`src/rtl/spn_round_engine.sv`:
```
// Iterative 16-bit SPN cipher that walks each block nibble-by-nibble through an external S-box.
// Latency 6*ROUNDS+1 edges from accept to out_valid. One block in flight; in_ready stays low until out_ready takes the result.

module spn_round_engine #(
    parameter int unsigned ROUNDS = 4
) (
    input  logic        clk,
    input  logic        rst_n,
    input  logic        in_valid,
    output logic        in_ready,
    input  logic [15:0] data_in,
    input  logic [15:0] key_in,
    output logic        out_valid,
    input  logic        out_ready,
    output logic [15:0] data_out,
    output logic [3:0]  sbox_in,
    input  logic [3:0]  sbox_out,
    output logic        busy
);

    typedef enum logic [2:0] {
        S_IDLE  = 3'd0,
        S_XOR   = 3'd1,
        S_SUB   = 3'd2,
        S_PERM  = 3'd3,
        S_FINAL = 3'd4,
        S_DONE  = 3'd5
    } state_e;

    localparam logic [3:0] LAST_RND = 4'(ROUNDS);

    state_e      fsm_q, fsm_d;
    logic [15:0] blk_q, blk_d;
    logic [15:0] key_q, key_d;
    logic [15:0] dout_q, dout_d;
    logic [3:0]  rnd_q, rnd_d;
    logic [1:0]  nib_q, nib_d;
    logic [3:0]  cur_nib;

    // Rotating a doubled copy makes the wrap-around fall out of a plain shift.
    function automatic logic [15:0] rotl16(input logic [15:0] v, input logic [3:0] amt);
        logic [31:0] dbl;
        dbl = {v, v} << amt;
        return dbl[31:16];
    endfunction

    function automatic logic [15:0] permute(input logic [15:0] v);
        logic [15:0] p;
        p[15] = v[15];
        for (int i = 0; i < 15; i++) begin
            p[(4 * i) % 15] = v[i];
        end
        return p;
    endfunction

    assign cur_nib  = blk_q[{nib_q, 2'b00} +: 4];
    assign data_out = dout_q;

    always_ff @(posedge clk or negedge rst_n) begin
        if (!rst_n) begin
            fsm_q  <= S_IDLE;
            blk_q  <= '0;
            key_q  <= '0;
            dout_q <= '0;
            rnd_q  <= '0;
            nib_q  <= '0;
        end else begin
            fsm_q  <= fsm_d;
            blk_q  <= blk_d;
            key_q  <= key_d;
            dout_q <= dout_d;
            rnd_q  <= rnd_d;
            nib_q  <= nib_d;
        end
    end

    always_comb begin
        fsm_d     = fsm_q;
        blk_d     = blk_q;
        key_d     = key_q;
        dout_d    = dout_q;
        rnd_d     = rnd_q;
        nib_d     = nib_q;
        in_ready  = 1'b0;
        out_valid = 1'b0;
        busy      = 1'b1;
        sbox_in   = 4'h0;

        unique case (fsm_q)
            S_IDLE: begin
                in_ready = 1'b1;
                busy     = 1'b0;
                if (in_valid) begin
                    blk_d = data_in;
                    key_d = key_in;
                    rnd_d = 4'd0;
                    nib_d = 2'd0;
                    fsm_d = S_XOR;
                end
            end
            S_XOR: begin
                blk_d = blk_q ^ rotl16(key_q, rnd_q);
                nib_d = 2'd0;
                fsm_d = S_SUB;
            end
            S_SUB: begin
                // The S-box answers combinationally, so the nibble is replaced at this edge.
                sbox_in                      = cur_nib;
                blk_d[{nib_q, 2'b00} +: 4]   = sbox_out;
                nib_d                        = nib_q + 2'd1;
                if (nib_q == 2'd3) begin
                    fsm_d = S_PERM;
                end
            end
            S_PERM: begin
                blk_d = permute(blk_q);
                rnd_d = rnd_q + 4'd1;
                fsm_d = (rnd_d == LAST_RND) ? S_FINAL : S_XOR;
            end
            S_FINAL: begin
                dout_d = blk_q ^ rotl16(key_q, LAST_RND);
                fsm_d  = S_DONE;
            end
            S_DONE: begin
                out_valid = 1'b1;
                if (out_ready) begin
                    fsm_d = S_IDLE;
                end
            end
            default: begin
                fsm_d = S_IDLE;
            end
        endcase
    end

endmodule
```
`config.mk`:
```
export PLATFORM = sky130hd
export DESIGN_NAME = spn_round_engine
export DESIGN_NICKNAME = d
export VERILOG_FILES = /design/src/rtl/spn_round_engine.sv
export SDC_FILE = /design/constraint.sdc
export NUM_CORES = 1
export LEC_CHECK = 0
export BUFFER_PORTS_ARGS = -buffer_cell sky130_fd_sc_hd__buf_2
export CORE_MARGIN = 2
export CORE_UTILIZATION = 25
export DETAILED_ROUTE_END_ITERATION = 8
export GPL_ROUTABILITY_DRIVEN = 0
export PLACE_DENSITY = 0.51
export REMOVE_ABC_BUFFERS = 1
export SYNTH_ARGS = -nofsm -noshare
export SYNTH_HDL_FRONTEND = slang
export SYNTH_SLANG_ARGS = --single-unit
export TNS_END_PERCENT = 100
```
`constraint.sdc`:
```
create_clock -name clk -period 3.18 [get_ports clk]
set_input_delay 0.795 -clock clk [delete_from_list [all_inputs] [get_ports clk]]
set_output_delay 0.795 -clock clk [all_outputs]
set_load 0.03 [all_outputs]
```
==> Flow_metrics.wiki, run 1 <==
{| class="wikitable"
! Metric !! Value
|-
| Outcome || finished clean
|-
| Data required, critical path || 2380 ps
|-
| Total count of max-transition violations in the final report || 0
|-
| Number of levels the H-tree was split into || 3
|-
| Maximum clock rate || 0.3674 GHz
|-
| Number of antenna violations at the first check in global routing || 0
|-
| Number of resized instances in the post-cts repair step || 0
|-
| Cell leakage power || 2.298 nW
|-
| Post-route fraction of the period consumed by the critical path || 85.58%
|-
| Number of cell rows || 48
|-
| Sort of element at the end of the critical path || primary output
|-
| Critical register-to-register path startpoint || rnd_q[3]
|-
| Hold slack || 460.2 ps
|-
| Cell area after synthesis || 4439 um2
|-
| Utilization after layout || 30.29%
|-
| Total placed instance area || 4975 um2
|-
| Startpoint of the most critical setup path || fsm_q[0]
|-
| Clock network latency to the later pin of the worst-skew pair || 340 ps
|-
| GRT Resource Usage Total || 15.96%
|-
| Max Clock Skew || 7.209 ps
|-
| Die height || 137.3 um
|-
| Share of the synthesized area in the top cell type || 32.13%
|-
| Clock sink count || 57
|-
| Power share of the sequential group || 41.4%
|-
| Clock group share of total power || 45.8%
|-
| Residual DRC count || 0
|-
| Relative max-transition margin || 24.02%
|-
| Buffer levels on the longest clock path || 2
|-
| Global route overflow || 0
|-
| Top cells by count, synth || 57 x sky130_fd_sc_hd__dfrtp_1, 47 x sky130_fd_sc_hd__a21oi_1, 37 x sky130_fd_sc_hd__nor2_1, 30 x sky130_fd_sc_hd__nand2_1, 28 x sky130_fd_sc_hd__mux2i_1
|-
| Die footprint || 18,840 um2
|-
| Max-cap viol count || 0
|-
| Finished Cell Area || 5258 um2
|-
| Post-Syn Area per Cell || 9.486 um2
|-
| Pin count of the biggest net entering global routing || 58
|-
| Number of search-and-repair iterations in the first detailed-routing pass || 6
|-
| Cell with the most instances after synthesis || sky130_fd_sc_hd__dfrtp_1
|-
| Detailed Place HPWL || 10,860 um
|-
| Via density || 5.404
|-
| Horizontal die dimension || 137.3 um
|-
| Worst slack, placed || 611.8 ps
|-
| Final total negative setup slack || 0 ps
|-
| Critical path start-end classification || flip-flop to primary output
|-
| Final Instance Count excl. Fillers || 748
|-
| Vias in the first global route || 3,998
|-
| Reg2Reg Depth || 5
|-
| Count of buffers from port buffering || 62
|-
| Critical R2R Capture || blk_q[14]
|-
| Count of cell types in the netlist || 63
|-
| Final setup vio count || 0
|-
| Number of enable flip-flop cells after synthesis || 0
|-
| Crit-path max FO || 15
|-
| Total via count in the routed design || 4,042
|-
| Total of fill cells in the finished design || 1,807
|-
| FF-to-FF setup slack || 570 ps
|-
| Gate count after technology mapping || 468
|-
| Synth area leader || sky130_fd_sc_hd__dfrtp_1
|-
| CTS clk-pin slew, worst paths || 50 ps
|-
| Number of diodes || 0
|-
| Unrepaired setup endpoints after global routing || false
|-
| Syn-to-layout area delta || 18.43%
|-
| Share of async-settable or async-resettable flops after synthesis || 100.0%
|-
| Global-route wire length before repair || 22,660 um
|-
| Final Hold Violating Endpoints || 0
|-
| Total power || 1.998 mW
|-
| CTS tree || built
|-
| Type of the most critical hold path || input pin to asynchronous set/reset pin
|-
| Largest cells by area after synthesis || sky130_fd_sc_hd__dfrtp_1 32%, sky130_fd_sc_hd__mux4_2 8.1%, sky130_fd_sc_hd__mux2i_1 6.3%
|-
| Root buffer selected by CTS || sky130_fd_sc_hd__clkbuf_16
|-
| Multi-input logic area || 2745 um2
|-
| Num ports || 63
|-
| Initial Utilization || 25.58%
|-
| Quantity of hold-fixing buffers added after cts || 0
|-
| Most common flop cell mapped by yosys || sky130_fd_sc_hd__dfrtp_1
|-
| Routed length per instance || 19.39 um
|-
| Count of state elements after synthesis || 57
|-
| Number of buffers inserted during clock tree synthesis || 9
|-
| Total number of yosys warnings || 0
|-
| NetSw || 0.5544 mW
|-
| Combinational cell fraction of total power || 12.8%
|-
| Net switching fraction of the power || 27.75%
|-
| Share of final-layout standard cells stronger than drive strength 1 || 26.58%
|-
| Starting DRT DRC Count || 470
|-
| Cell Pwr Density || 380.0 nW/um2
|-
| Final Routed Wirelength || 14,510 um
|-
| Layout net count || 565
|-
| Worst supply voltage drop on vdd || 0.2189 mV
|-
| Slew at the pin with the worst max-slew slack || 1140 ps
|-
| Post-CTS Setup Repair Bufs || 0
|-
| # placed instances || 732
|-
| Sequential area share after synthesis || 32.13%
|-
| Internal power || 1.444 mW
|-
| Crit path time final || 2722 ps
|-
| Core Footprint || 17,360 um2
|-
| Final ANT Viol Nets || 0
|-
| Final setup slack of the worst path || 458.5 ps
|-
| Arr. time, crit path || 1930 ps
|-
| Sequential cell area in the final layout || 1426 um2
|-
| Startpoint types || flip-flop
|}
==> sequential cells by signal (all words and copies together) (netlist names) <==
name / flops
nib_q: 2
data_out: 16
rnd_q: 4
fsm_q: 3
blk_q: 16
key_q: 16
==> per-layer routing <==
metal	routed length, um	GRT usage [%]	vias to the layer above
met5	0	0	-
met4	428	8.133	0
met3	842	2.943	29
met2	6624	23.88	148
met1	6611	21.96	2003
li1	-	-	1862
==> critical path: stages, from the launching register on <==
cell and delay [ps]:
sky130_fd_sc_hd__dfrtp_1 530, sky130_fd_sc_hd__nor3b_2 620, sky130_fd_sc_hd__and2_1 240, sky130_fd_sc_hd__buf_2 200
==> placed cells by master (no fill, tap or decap), types with 4 or more instances in the layout <==
| master | instances |
|---|---|
| sky130_fd_sc_hd__o21ai_0 | 17 |
| sky130_fd_sc_hd__buf_2 | 62 |
| sky130_fd_sc_hd__a21o_1 | 5 |
| sky130_fd_sc_hd__a222oi_1 | 8 |
| sky130_fd_sc_hd__clkbuf_16 | 9 |
| sky130_fd_sc_hd__o22ai_1 | 4 |
| sky130_fd_sc_hd__buf_4 | 16 |
| sky130_fd_sc_hd__dfrtp_1 | 57 |
| sky130_fd_sc_hd__nor2_1 | 37 |
| sky130_fd_sc_hd__nor3_1 | 11 |
| sky130_fd_sc_hd__and2_1 | 8 |
| sky130_fd_sc_hd__a22oi_1 | 4 |
| sky130_fd_sc_hd__mux2i_1 | 28 |
| sky130_fd_sc_hd__nand2_1 | 30 |
| sky130_fd_sc_hd__xnor2_1 | 18 |
| sky130_fd_sc_hd__ha_1 | 7 |
| sky130_fd_sc_hd__a221oi_1 | 5 |
| sky130_fd_sc_hd__or3_1 | 5 |
| sky130_fd_sc_hd__mux4_1 | 4 |
| sky130_fd_sc_hd__nand2b_1 | 4 |
| sky130_fd_sc_hd__a211oi_1 | 7 |
| sky130_fd_sc_hd__inv_1 | 18 |
| sky130_fd_sc_hd__nand3_1 | 6 |
| sky130_fd_sc_hd__nand4_1 | 4 |
| sky130_fd_sc_hd__mux4_2 | 16 |
| sky130_fd_sc_hd__mux2_2 | 22 |
| sky130_fd_sc_hd__a21oi_1 | 47 |
| sky130_fd_sc_hd__o221ai_1 | 4 |
| sky130_fd_sc_hd__a211o_1 | 4 |
==> power by group through the flow <==
stage	combinational, mW	clock [mW]	sequential, mW
after floorplan	0.163	0	0.805
after global placement	0.253	0	0.840
after detailed placement	0.256	0	0.839
after CTS	0.258	0.936	0.827
after global routing	0.282	0.965	0.832
final	0.255	0.915	0.828
==> cell type report <==
cell class / count / area share, %
clock buffer: 11 / 4.807
clock inverter: 5 / 0.5712
inverter: 19 / 1.356
multi-input combinational: 352 / 52.21
sequential: 57 / 27.13
tap: 225 / 5.355
timing repair buffer: 79 / 8.567
==> kinds of logic (layout without fill, tap and decap cells) <==
logic type / after synthesis / in the layout / synth area share, %
simple gates: 121 / 121 / 13.25
compound gates: 135 / 135 / 20.49
buf+inv: 59 / 114 / 6.031
xor+xnor: 19 / 19 / 3.749
fa+ha+maj: 7 / 7 / 1.973
flops: 57 / 57 / 32.13
mux: 70 / 70 / 22.38
==> worst max path at each step <==
| stage | end | slack [ps] | cells past startpoint |
|---|---|---|---|
| after floorplan | blk_q[11] | 660 | 5 |
| final | sbox_in[3] | 460 | 3 |
| after global routing | blk_q[14] | 390 | 5 |
| after detailed placement | blk_q[14] | 610 | 5 |
| after CTS | sbox_in[3] | 490 | 3 |
| after global placement | blk_q[1] | 690 | 5 |
Note: power is estimated with default switching activity, not from simulation.
==> run 2, diff against run 1 <==
--- a/config.mk
+++ b/config.mk
@@ -10,7 +10,8 @@
 export CORE_UTILIZATION = 25
 export DETAILED_ROUTE_END_ITERATION = 8
 export GPL_ROUTABILITY_DRIVEN = 0
-export PLACE_DENSITY = 0.51
+export HOLD_SLACK_MARGIN = 0.08
+export PLACE_DENSITY = 0.39
 export REMOVE_ABC_BUFFERS = 1
 export SYNTH_ARGS = -nofsm -noshare
 export SYNTH_HDL_FRONTEND = slang
==> run 2 against run 1 <==
Against the previous run: power rose by 3.7%; wire length rose by 5.8%; first-iteration DRC count fell by 21%; largest cell class unchanged; maximum frequency rose by 3.0%; sequential power rose by 0.5%.
==> Flow_metrics.wiki, run 2 (synthesis gave the netlist of run 1 again) <==
{| class="wikitable"
! Metric !! Value
|-
| Final Instance Count excl. Fillers || 748 (unchanged)
|-
| Post-route fraction of the period consumed by the critical path || 83.11% (was 85.58%)
|-
| Critical path start-end classification || flip-flop to primary output (unchanged)
|-
| Syn-to-layout area delta || 18.60% (was 18.43%)
|-
| Routed length per instance || 20.52 um (was 19.39 um)
|-
| Arr. time, crit path || 1850 ps (was 1930 ps)
|-
| Clock network latency to the later pin of the worst-skew pair || 340 ps (about the same)
|-
| Die footprint || 18,840 um2 (unchanged)
|-
| Relative max-transition margin || 37.02% (was 24.02%)
|-
| Crit path time final || 2643 ps (was 2722 ps)
|-
| Slew at the pin with the worst max-slew slack || 944.7 ps (was 1140 ps)
|-
| Unrepaired setup endpoints after global routing || false (unchanged)
|-
| Root buffer selected by CTS || sky130_fd_sc_hd__clkbuf_16 (unchanged)
|-
| Final Hold Violating Endpoints || 0 (unchanged)
|-
| CTS clk-pin slew, worst paths || 60 ps (was 50 ps)
|-
| Number of diodes || 0 (unchanged)
|-
| Total count of max-transition violations in the final report || 0 (unchanged)
|-
| Initial Utilization || 25.58% (unchanged)
|-
| Starting DRT DRC Count || 371 (was 470)
|-
| Startpoint types || flip-flop (unchanged)
|-
| Final Routed Wirelength || 15,350 um (was 14,510 um)
|-
| Number of resized instances in the post-cts repair step || 0 (unchanged)
|-
| Core Footprint || 17,360 um2 (unchanged)
|-
| Worst-path cell with the longest stage delay || sky130_fd_sc_hd__nor3b_2 (unchanged)
|-
| Via density || 5.380 (was 5.404)
|-
| Num ports || 63 (unchanged)
|-
| Count of buffers from port buffering || 62 (unchanged)
|-
| Final total negative setup slack || 0 ps (unchanged)
|-
| Maximum clock rate || 0.3784 GHz (was 0.3674 GHz)
|-
| Sort of element at the end of the critical path || primary output (unchanged)
|-
| Most common library cell in the layout ignoring fill and taps || sky130_fd_sc_hd__buf_2 (unchanged)
|-
| Most used cells in the layout excluding fill and tap cells || 62 x sky130_fd_sc_hd__buf_2, 57 x sky130_fd_sc_hd__dfrtp_1, 47 x sky130_fd_sc_hd__a21oi_1 (unchanged)
|-
| Final setup vio count || 0 (unchanged)
|-
| Number of levels the H-tree was split into || 3 (unchanged)
|-
| Die height || 137.3 um (unchanged)
|-
| Max-cap viol count || 0 (unchanged)
|-
| Worst Path Buf+Inv || 1 (unchanged)
|-
| Post-CTS Setup Repair Bufs || 0 (unchanged)
|-
| Buffer levels on the longest clock path || 2 (unchanged)
|-
| Data required, critical path || 2380 ps (about the same)
|-
| Cell Pwr Density || 393.4 nW/um2 (was 380.0 nW/um2)
|-
| Total via count in the routed design || 4,024 (was 4,042)
|-
| Worst supply voltage drop on vdd || 0.2320 mV (was 0.2189 mV)
|-
| Max Clock Skew || 7.425 ps (was 7.209 ps)
|-
| # placed instances || 732 (unchanged)
|-
| Crit-path max FO || 12 (was 15)
|-
| Outcome || finished clean (unchanged)
|-
| Number of buffers inserted during clock tree synthesis || 9 (unchanged)
|-
| Vias in the first global route || 4,017 (was 3,998)
|-
| Detailed Place HPWL || 11,460 um (was 10,860 um)
|-
| Final ANT Viol Nets || 0 (unchanged)
|-
| Global-route wire length before repair || 23,690 um (was 22,660 um)
|-
| Total of fill cells in the finished design || 1,823 (was 1,807)
|-
| Layout net count || 565 (unchanged)
|-
| Family of cells with the greatest summed delay on the critical path || simple AND/OR/NAND/NOR gates (unchanged)
|-
| GRT Resource Usage Total || 17.02% (was 15.96%)
|-
| Number of antenna violations at the first check in global routing || 0 (unchanged)
|-
| Sequential cell area in the final layout || 1426 um2 (unchanged)
|-
| Number of cell rows || 48 (unchanged)
|-
| Cell leakage power || 2.305 nW (was 2.298 nW)
|-
| Multi-input logic area || 2745 um2 (unchanged)
|-
| Crit-path max cell delay || 580 ps (was 620 ps)
|-
| List of cells traversed by the critical path || nor3b_2, and2_1, buf_2 (unchanged)
|-
| Number of search-and-repair iterations in the first detailed-routing pass || 5 (was 6)
|-
| Horizontal die dimension || 137.3 um (unchanged)
|-
| Share of final-layout standard cells stronger than drive strength 1 || 26.00% (was 26.58%)
|-
| Residual DRC count || 0 (unchanged)
|-
| Pin count of the biggest net entering global routing || 58 (unchanged)
|-
| Quantity of hold-fixing buffers added after cts || 0 (unchanged)
|-
| Clock sink count || 57 (unchanged)
|-
| CTS tree || built (unchanged)
|-
| Global route overflow || 0 (unchanged)
|-
| Type of the most critical hold path || input pin to asynchronous set/reset pin (unchanged)
|}
==> run 2: cell types whose count changed in the layout (fill, tap and decap cells not counted), sizes merged <==
cell      previous run  this run
bufinv               0         1
clkbuf              11        13
clkinv               4         3
clkinvlp             2         0
==> run 2: power breakdown <==
part           internal (mW)  switching [mW]  total, mW
combinational          0.125           0.129      0.254
sequential             0.754          0.0786      0.832
clock                  0.626           0.359      0.985
==> run 2: worst paths after layout <==
kind / startpoint / endpoint / slack, ps / depth (start not counted)
setup / recovery: fsm_q[0] / sbox_in[0] / 540 / 3
max in group asynchronous: rst_n / blk_q[15] / 2440 / 2
hold / removal: rst_n / data_out[5] / 470 / 2
min in group clk: data_out[13] / data_out[13] / 510 / 2
setup reg to reg: rnd_q[3] / blk_q[6] / 770 / 6
hold reg to reg: data_out[13] / data_out[13] / 510 / 2
==> run 2: routing by layer <==
metal	vias up	GRT usage [%]	share of wire, %
met4	0	5.155	1.8
met1	1993	23.31	46
met3	25	3.458	5.9
li1	1870	-	-
met5	-	0	0
met2	136	27.06	47
==> run 2: area by class of cell <==
type	count	share of cell area, %
clock buffers	13	4.753
clock inverters	3	0.7605
inverters	19	1.355
multi-input cells	352	52.14
flip-flops and latches	57	27.09
well taps	225	5.347
repair buffers	79	8.555
==> run 2: per-stage QoR <==
stage	util, %	hold WS, ps	power, mW	instance area [um2]	setup WS, ps
6_report	30.33	468.1	2.071	5265	537.2
5_1_grt	30.33	489.6	2.161	5265	413.0
3_5_place_dp	28.66	513.7	1.102	4975	799.8
3_3_place_gp	28.66	501.8	1.099	4975	805.1
4_1_cts	30.33	477.4	2.101	5265	528.2
2_1_floorplan	-	499.4	0.9684	4243	662.2
